`src/rtl/decode_issue_buffer.sv`:
```
// Decode-to-execute boundary: DEPTH-entry FIFO with valid/ready handshakes,
// a load-use interlock on the head entry, and flush. Define DIB_BYPASS_EN to pass an empty-buffer input straight through.
module decode_issue_buffer #(
    parameter int CTRL_W = 16,
    parameter int DATA_W = 128,
    parameter int DEPTH  = 4,
    parameter int CNT_W  = $clog2(DEPTH + 1)
) (
    input  logic              clk,
    input  logic              rst_n,
    input  logic              flush,
    input  logic              in_valid,
    output logic              in_ready,
    input  logic [CTRL_W-1:0] in_ctrl,
    input  logic [DATA_W-1:0] in_data,
    input  logic [4:0]        in_rs1,
    input  logic [4:0]        in_rs2,
    output logic              out_valid,
    input  logic              out_ready,
    output logic [CTRL_W-1:0] out_ctrl,
    output logic [DATA_W-1:0] out_data,
    output logic [4:0]        out_rs1,
    output logic [4:0]        out_rs2,
    input  logic              ld_pend_valid,
    input  logic [4:0]        ld_pend_rd,
    output logic [CNT_W-1:0]  count
);

    localparam int PTR_W = $clog2(DEPTH);

    logic [CTRL_W-1:0] ctrl_q [DEPTH];
    logic [DATA_W-1:0] data_q [DEPTH];
    logic [4:0]        rs1_q  [DEPTH];
    logic [4:0]        rs2_q  [DEPTH];
    logic [PTR_W-1:0]  wr_ptr_q, wr_ptr_d;
    logic [PTR_W-1:0]  rd_ptr_q, rd_ptr_d;
    logic [CNT_W-1:0]  count_q, count_d;
    logic              empty_s, full_s, hazard_s, head_valid_s;
    logic              push_s, pop_s, bypass_s;

    // x0 is hardwired to zero, so a pending load to it never blocks.
    function automatic logic rs_hazard(input logic       pend_valid,
                                       input logic [4:0] pend_rd,
                                       input logic [4:0] rs1,
                                       input logic [4:0] rs2);
        return pend_valid & (pend_rd != 5'd0) & ((rs1 == pend_rd) | (rs2 == pend_rd));
    endfunction

    assign empty_s      = (count_q == CNT_W'(0));
    assign full_s       = (count_q == CNT_W'(DEPTH));
    assign hazard_s     = rs_hazard(ld_pend_valid, ld_pend_rd, rs1_q[rd_ptr_q], rs2_q[rd_ptr_q]);
    assign head_valid_s = ~empty_s & ~hazard_s;

`ifdef DIB_BYPASS_EN
    assign bypass_s = empty_s & ~flush & in_valid & out_ready &
                      ~rs_hazard(ld_pend_valid, ld_pend_rd, in_rs1, in_rs2);
`else
    assign bypass_s = 1'b0;
`endif

    assign pop_s    = head_valid_s & out_ready & ~flush;
    assign in_ready = ~full_s | pop_s;
    assign push_s   = in_valid & in_ready & ~flush & ~bypass_s;
    assign count    = count_q;

    // Issue-side outputs: bypassed input, issuable head, or a zeroed bubble.
    always_comb begin
        out_valid = 1'b0;
        out_ctrl  = {CTRL_W{1'b0}};
        out_data  = data_q[rd_ptr_q];
        out_rs1   = 5'd0;
        out_rs2   = 5'd0;
        if (bypass_s) begin
            out_valid = 1'b1;
            out_ctrl  = in_ctrl;
            out_data  = in_data;
            out_rs1   = in_rs1;
            out_rs2   = in_rs2;
        end else if (head_valid_s) begin
            out_valid = 1'b1;
            out_ctrl  = ctrl_q[rd_ptr_q];
            out_rs1   = rs1_q[rd_ptr_q];
            out_rs2   = rs2_q[rd_ptr_q];
        end else begin
            out_valid = 1'b0;
        end
    end

    // Pointer and occupancy next state; flush empties by snapping rd to wr.
    always_comb begin
        wr_ptr_d = wr_ptr_q;
        rd_ptr_d = rd_ptr_q;
        count_d  = count_q;
        if (flush) begin
            rd_ptr_d = wr_ptr_q;
            count_d  = CNT_W'(0);
        end else begin
            if (push_s) begin
                wr_ptr_d = wr_ptr_q + PTR_W'(1);
            end else begin
                wr_ptr_d = wr_ptr_q;
            end
            if (pop_s) begin
                rd_ptr_d = rd_ptr_q + PTR_W'(1);
            end else begin
                rd_ptr_d = rd_ptr_q;
            end
            case ({push_s, pop_s})
                2'b10:   count_d = count_q + CNT_W'(1);
                2'b01:   count_d = count_q - CNT_W'(1);
                default: count_d = count_q;
            endcase
        end
    end

    // Pointer and occupancy registers.
    always_ff @(posedge clk or negedge rst_n) begin
        if (!rst_n) begin
            wr_ptr_q <= PTR_W'(0);
            rd_ptr_q <= PTR_W'(0);
            count_q  <= CNT_W'(0);
        end else begin
            wr_ptr_q <= wr_ptr_d;
            rd_ptr_q <= rd_ptr_d;
            count_q  <= count_d;
        end
    end

    // Control and source-index storage, cleared so bubbles carry no stale control.
    always_ff @(posedge clk or negedge rst_n) begin
        if (!rst_n) begin
            for (int i = 0; i < DEPTH; i++) begin
                ctrl_q[i] <= {CTRL_W{1'b0}};
                rs1_q[i]  <= 5'd0;
                rs2_q[i]  <= 5'd0;
            end
        end else if (push_s) begin
            ctrl_q[wr_ptr_q] <= in_ctrl;
            rs1_q[wr_ptr_q]  <= in_rs1;
            rs2_q[wr_ptr_q]  <= in_rs2;
        end
    end

    // Data payload storage; never read while its slot is empty, so no reset.
    always_ff @(posedge clk) begin
        if (push_s) begin
            data_q[wr_ptr_q] <= in_data;
        end
    end

endmodule

```
`config.mk`:
```
export PLATFORM = sky130hd
export DESIGN_NAME = decode_issue_buffer
export DESIGN_NICKNAME = d
export VERILOG_FILES = /design/src/rtl/decode_issue_buffer.sv
export SDC_FILE = /design/constraint.sdc
export NUM_CORES = 1
export LEC_CHECK = 0
export ABC_CLOCK_PERIOD_IN_PS = 5800
export CAP_MARGIN = 20
export CORE_ASPECT_RATIO = 0.9
export CORE_MARGIN = 2
export CORE_UTILIZATION = 40
export CTS_BUF_LIST = sky130_fd_sc_hd__clkbuf_8
export CTS_CLUSTER_SIZE = 8
export DETAILED_ROUTE_END_ITERATION = 10
export PLACE_DENSITY_LB_ADDON = 0.08
export SYNTH_ARGS = -nofsm -noshare
export SYNTH_HDL_FRONTEND = slang
export SYNTH_SLANG_ARGS = --single-unit
```
`constraint.sdc`:
```
create_clock -name clk -period 5.8 [get_ports clk]
set_input_delay 1.74 -clock clk [delete_from_list [all_inputs] [get_ports clk]]
set_output_delay 1.74 -clock clk [all_outputs]
set_load 0.05 [all_outputs]
```
Word-level counts from Yosys, hierarchy flattened
Memories as Yosys holds them, arrays and structs flattened. Cells that the tools add are included.

$add $sub $neg: 4. Multiply operators: 0. Divide/modulo/power cells: 0. Order comparisons: 3. Eq/ne operators: 5. Shifts and indexed selects: 0. Mux-type cells: 26. Bitwise logic cells: 15. Reductions and logical operators: 6.

Operator list (count): 64-bit bitwise mux (1); 16-bit two-way mux (4); 20-bit bitwise mux (2); 5-bit two-way mux (7); 16-bit binary-select mux with 2-bit select (1); 16-bit demux with 2-bit select (1); 5-bit binary-select mux with 2-bit select (2); 5-bit demux with 2-bit select (1); 5-bit == test (2); 1-bit AND (7); 3-bit >= comparator (second input constant) (2); 2-bit inverter with 3-bit output (2); 3-bit one-hot mux with 2 select lines (1); 5-bit nonzero test (1); 2-bit by 1-bit adder with 2-bit output (second input constant) (2); 2-bit two-way mux (2); 1-bit inverter (4); 3-bit by 1-bit adder with 3-bit output (second input constant) (1); 3-bit == test (second input constant) (1); 3-bit logical NOT (1); 3-bit by 1-bit less-than comparator with 1-bit output (second input constant) (1); 1-bit two-way mux (3); 3-bit two-way mux (1); 3-bit nonzero test (1); 7 further kinds (8).

Bits in registers: 111. Bits in latches: 0. Bits in writable memories: 512. Bits in read-only memories: 0. Input bits: 165. Word-level logic and storage cells: 75. Memories kept: 1.

Memory list: data_q (depth 4, width 128, read ports 1, clocked after Yosys merged registers in 0, wr ports 1, RTL line 32) `logic [DATA_W-1:0] data_q [DEPTH];`.

Depth between registers and ports, before layout
Word-level depth: 17. Mapped depth: 12. Depth with buffers taken out: 11.

Worst setup path after synthesis
OpenSTA, ideal clock, no wires.

Kind: input port to output port. Start point: input ld_pend_rd[1]. End point: output in_ready. Arrival time: 4.245 ns. Required time: 4.060 ns. Slack: -0.185 ns. Stages: 7. Buffers on the path: 0. Cell sequence: or4_1 o21ai_0 nand2b_1 nor2_1 nor2_1 nand2_1 o21ai_0.

Word-level cells in the longest chain between the ends: 8.

Ends and longest elaborated chain: start, declared (RTL line 25) `input logic [4:0] ld_pend_rd,`; 5-bit == test or 5-bit nonzero test (tied branches) (RTL line 46) `return pend_valid & (pend_rd != 5'd0) & ((rs1 == pend_rd) | (rs2 == pend_rd));`; 1-bit bitwise OR or 1-bit AND (tied branches) (RTL line 46); 1-bit AND (*) (RTL line 46); 1-bit inverter (*) (RTL line 52) `assign head_valid_s = ~empty_s & ~hazard_s;`; 1-bit AND (*) (RTL line 52); 1-bit AND (*) (2 in a row) (RTL line 61) `assign pop_s = head_valid_s & out_ready & ~flush;`; 1-bit bitwise OR (*) (RTL line 62) `assign in_ready = ~full_s | pop_s;`; end, declared (RTL line 13) `output logic in_ready,`.

Mark *: on every way between the ends. The rest lies on a longest branch, timed or not.

Worst setup path in the final report
Start point: input ld_pend_rd[1]. End point: output out_ctrl[14].

Word-level cells in the longest chain between the ends: 6.

Ends and longest elaborated chain: 5-bit == test or 5-bit nonzero test (tied branches) (RTL line 46); 1-bit bitwise OR or 1-bit AND (tied branches) (RTL line 46); 1-bit AND (*) (RTL line 46); 1-bit inverter (*) (RTL line 52); 1-bit AND (*) (RTL line 52); 16-bit two-way mux (*) (RTL line 79) `end else if (head_valid_s) begin`; end, declared (RTL line 20) `output logic [CTRL_W-1:0] out_ctrl,`.

Marked as above.

==> impl.org <==
** Outcome
- Outcome :: finished, final reports clean

** Clocking
- Sink count of the clock tree :: 623
- The tree is rooted in a clkbuf_8.
- In this run, post-CTS hold repair placed 0 buffers.
- After clock tree synthesis, the clock-pin slew on the worst setup and hold paths is 50 ps.
- H-tree depth :: 3
- Number of buffers created by CTS :: 103
- Total setup buffers inserted after CTS :: 0
- Clock Latency Late Sink :: slightly above 700 ps
- TritonCTS built the clock tree.
- Clk buf depth :: 3

** Timing
- After layout, the minimum clock period comes to ~5600 ps.
- Unrepaired setup endpoints after global routing :: false
- Of the available clock period, the critical path in the final layout requires 96.5%.
- Transition time of the tightest slew-check pin :: 737 ps
- The number of max-slew violations in the final report is 0.
- Final hold violation count :: 0
- In the final timing run, aggregate negative setup slack is 0 ps.
- Setup Viol. Count Final :: 0
- Headroom to the max-slew limit came out at 50.9%.
- Static timing analysis puts the maximum clock frequency at 179 MHz.
- The clock arrives with 45.4 ps of skew.

** Setup path
- The critical path in this run is classified as in -> out.
- STA puts the critical path data required time at 4060 ps.
- Crit-path leading delay family :: buffers and inverters
- The worst setup path is captured at an output port.
- Slowest cell on the critical path :: or4_1
- Maximum fanout count along the critical path :: 26
- The number of buffers and inverters on the critical path is 5.
- For the worst setup path, the data arrival time is 3850 ps.
- Longest individual stage delay on the worst path :: around 520 ps
- The worst setup path is launched from an input pin.
- Walking the worst path, the cells encountered are clkdlybuf4s50_1 > or4_1 > o21ai_1 > buf_4 > o31ai_4 > nor2_1 > buf_4 > buf_12 > and2_1 > buf_12.

** Global route
- Global routing consumed, over all layers together, 17.0% of the routing resources.
- Met3 track utilization from global routing :: ~6%
- Global Route met2 Usage :: 26.5%
- The number of antenna violations at the first check in global routing was 10.
- Vias in the first global route :: 12558
- Global-route wire length before repair :: 79200 um
- For this run the aggregate overflow at the end of global routing stands at 0.
- Top Usage Layer GRT :: met2
- Maximum number of pins on one net before global-route repair :: between 60 and 70
- Global routing used 22.5% of the available met1 tracks.

** Placement
- The congestion estimate from routability-driven global placement came to 0.731.
- Counting tap cells, the placed design contains a total of between 2000 and 2500 instances.
- Count of buffers inserted at the top-level ports :: between 300 and 400
- Once placement finished, the instance area stood at 28800 um2.
- Final HPWL from detailed placement :: 31800 um

** Synth
- The number of nets handed over by synthesis was 1193.
- In this run, distinct cell masters in the synthesized netlist total 32.
- Seq cells post-synth :: 623
- Mapped Area :: 24100 um2
- Yosys printed 0 warnings.
- Sequential fraction of the synthesis area :: roughly 75%
- Instance count of the mapped netlist :: slightly above 1000
- The average instance in the mapped netlist occupies ~24 um2.

** Floorplan
- In this run the vertical extent of the chip is 237 um.
- Die span in x :: 263 um
- Once the floorplan was initialized, standard cells occupied between 40 and 50% of the core.
- Number of cell rows :: 85
- Die outline area :: 62200 um2
- The region available for standard cell placement spans 59700 um2.
- Number of top-level pins :: 324

** Power and ir drop
- For this design the ratio of total power to cell area is 556 nW/um2.
- Worst supply voltage drop on vdd :: 0.000293 V
- In this run the static leakage power is 10.6 nW.

** Routing
- Drt wl/cell :: 22.6 um
- The first TritonRoute pass finished after 4 iterations.
- Detail Route Antenna Nets :: 0
- Routed via count divided by cell count :: between 5 and 6
- The detailed router placed 11579 vias in this run.
- The detailed router finished its first iteration with 540 violations.
- Routed wire length :: approximately 52000 um
- For this run, design rule violations remaining after detail routing come to 0.

** Layout
- Count of placed standard cells in the final layout, fillers left out :: around 2300
- Fraction of final layout cells with drive strength greater than 1 :: 30.2%
- Final design instance area without fill :: 30700 um2
- For this run, the post-layout net count is 1609.
- Layout overhead on the synthesized area :: 27.3%

** Run
- The tool flagged a number of max-cap violations equal to 0.

** Min path
- The min-delay analysis places its worst path in the category reg -> reg.
[through the flow]
step,util [%],hold slack [ps],setup slack (ps),power (mW)
2_1_floorplan,-,473,147,11.0
3_3_place_gp,48.3,485,146,13.8
3_5_place_dp,48.3,489,146,13.8
4_1_cts,51.4,503,121,17.4
5_1_grt,51.4,516,50.2,17.8
6_report,51.4,502,205,17.1
[power by group]
part	internal [mW]	leakage [nW]	switching, mW	total [mW]
clock	1.75	1.13	1.71	3.46
sequential	5.65	5.98	0.364	6.01
combinational	3.30	3.51	4.29	7.60
total	10.7	10.6	6.37	17.1
[layout by cell type, fill, tap and decap left out]
cell type	synthesis	final
or3_1	1	1
and4_4	0	4
edfxtp_1	512	512
nor3_1	2	2
o21ai_0	4	2
dfrtp_4	0	2
nor2b_1	2	2
o32ai_1	1	1
and2_1	27	27
nand2_1	6	6
o21ai_1	1	3
inv_1	5	51
buf_12	8	49
nor2_1	7	7
clkdlybuf4s50_1	0	294
or4_1	1	1
clkinv_1	0	16
mux2_4	76	76
nand4_1	2	2
diode_2	0	4
o31ai_4	1	1
o21ai_2	1	1
clkbuf_8	0	109
buf_4	0	18
clkinv_2	0	8
inv_12	0	2
mux4_2	153	153
mux2_2	32	32
dfrtp_1	111	109
and3_1	2	2
xnor2_1	12	12
xor2_1	2	2
nand2b_1	1	1
ha_1	4	4
fa_1	1	1
mux4_1	1	1
clkinv_8	0	4
mux2i_1	1	1
[metal layers]
layer	vias up	wire (um)
met1	6073	22400
met5	-	71
met2	302	24600
met4	12	1190
li1	5083	-
met3	109	3790
[cells by family after synthesis]
logic type / synth area share (%)
flops: 75.4
mux: 20.7
buf+inv: 1.55
simple gates: 1.33
xor+xnor: 0.509
compound gates: 0.265
fa+ha+maj: 0.291
[worst register-to-register path: stages, from the launching register on]
cell     delay [ps]
dfrtp_4         670
mux4_1          750
xnor2_1         190
nand4_1         190
o31ai_4         330
nor2_1           70
buf_4           160
nand2_1          80
nor3_1           60
fa_1            390
and3_1          170
mux2i_1         150
mux2_2          350
[layout make-up]
cell class,instances,area [um2]
fill,4769,29000
sequential,623,18200
multi-input combinational,345,5570
timing repair buffer,361,4060
clock buffer,109,1500
tap,783,980
clock inverter,76,370
inverter,5,18.8
antenna,4,10.0
[what timing repair did]
| action | CTS | global route |
|---|---|---|
| endpoints found under the setup margin | 0 | 26 |
| gates resized for setup | 0 | 1 |
| endpoints found under the hold margin | 0 | 0 |
[final timing paths]
path	from	end	slack, ps	depth (start not counted)
setup / recovery	ld_pend_rd[1]	out_ctrl[14]	210	10
hold / removal	rs2_q[16]	rs2_q[16]	500	1
setup reg to reg	rd_ptr_q[0]	count[2]	2120	12
hold reg to reg	rs2_q[16]	rs2_q[16]	500	1
max in group asynchronous	rst_n	ctrl_q[39]	3770	2
min in group asynchronous	rst_n	rd_ptr_q[1]	1110	1
[cells in the mapped netlist]
cell type,count,area [um2]
nor2b_1,2,12.5
or4_1,1,7.51
buf_6,5,56.3
and2_1,27,169
xor2_1,2,17.5
o21ai_1,1,5.00
or3_1,1,6.26
nand4_1,2,12.5
o21ai_2,1,8.76
mux2_2,32,360
buf_12,8,160
nor2_1,7,26.3
and3_1,2,12.5
o31ai_4,1,21.3
ha_1,4,50.1
dfrtp_1,111,2780
mux4_1,1,26.3
mux2_4,76,1140
nand2b_1,1,6.26
fa_1,1,20.0
and4_1,4,35.0
nor3_1,2,10.0
nand2_1,6,22.5
inv_1,5,18.8
mux4_2,153,3450
edfxtp_1,512,15400
clkbuf_1,18,67.6
buf_1,19,71.3
o32ai_1,1,8.76
mux2i_1,1,10.0
o21ai_0,4,20.0
xnor2_1,12,105
[sequential cells by signal, indices dropped and copies added (netlist names)]
signal / flops
ctrl_q: 64
rs2_q: 20
rs1_q: 20
wr_ptr_q: 2
count: 3
data_q: 512
rd_ptr_q: 2
(Power assumes the default switching activity.)
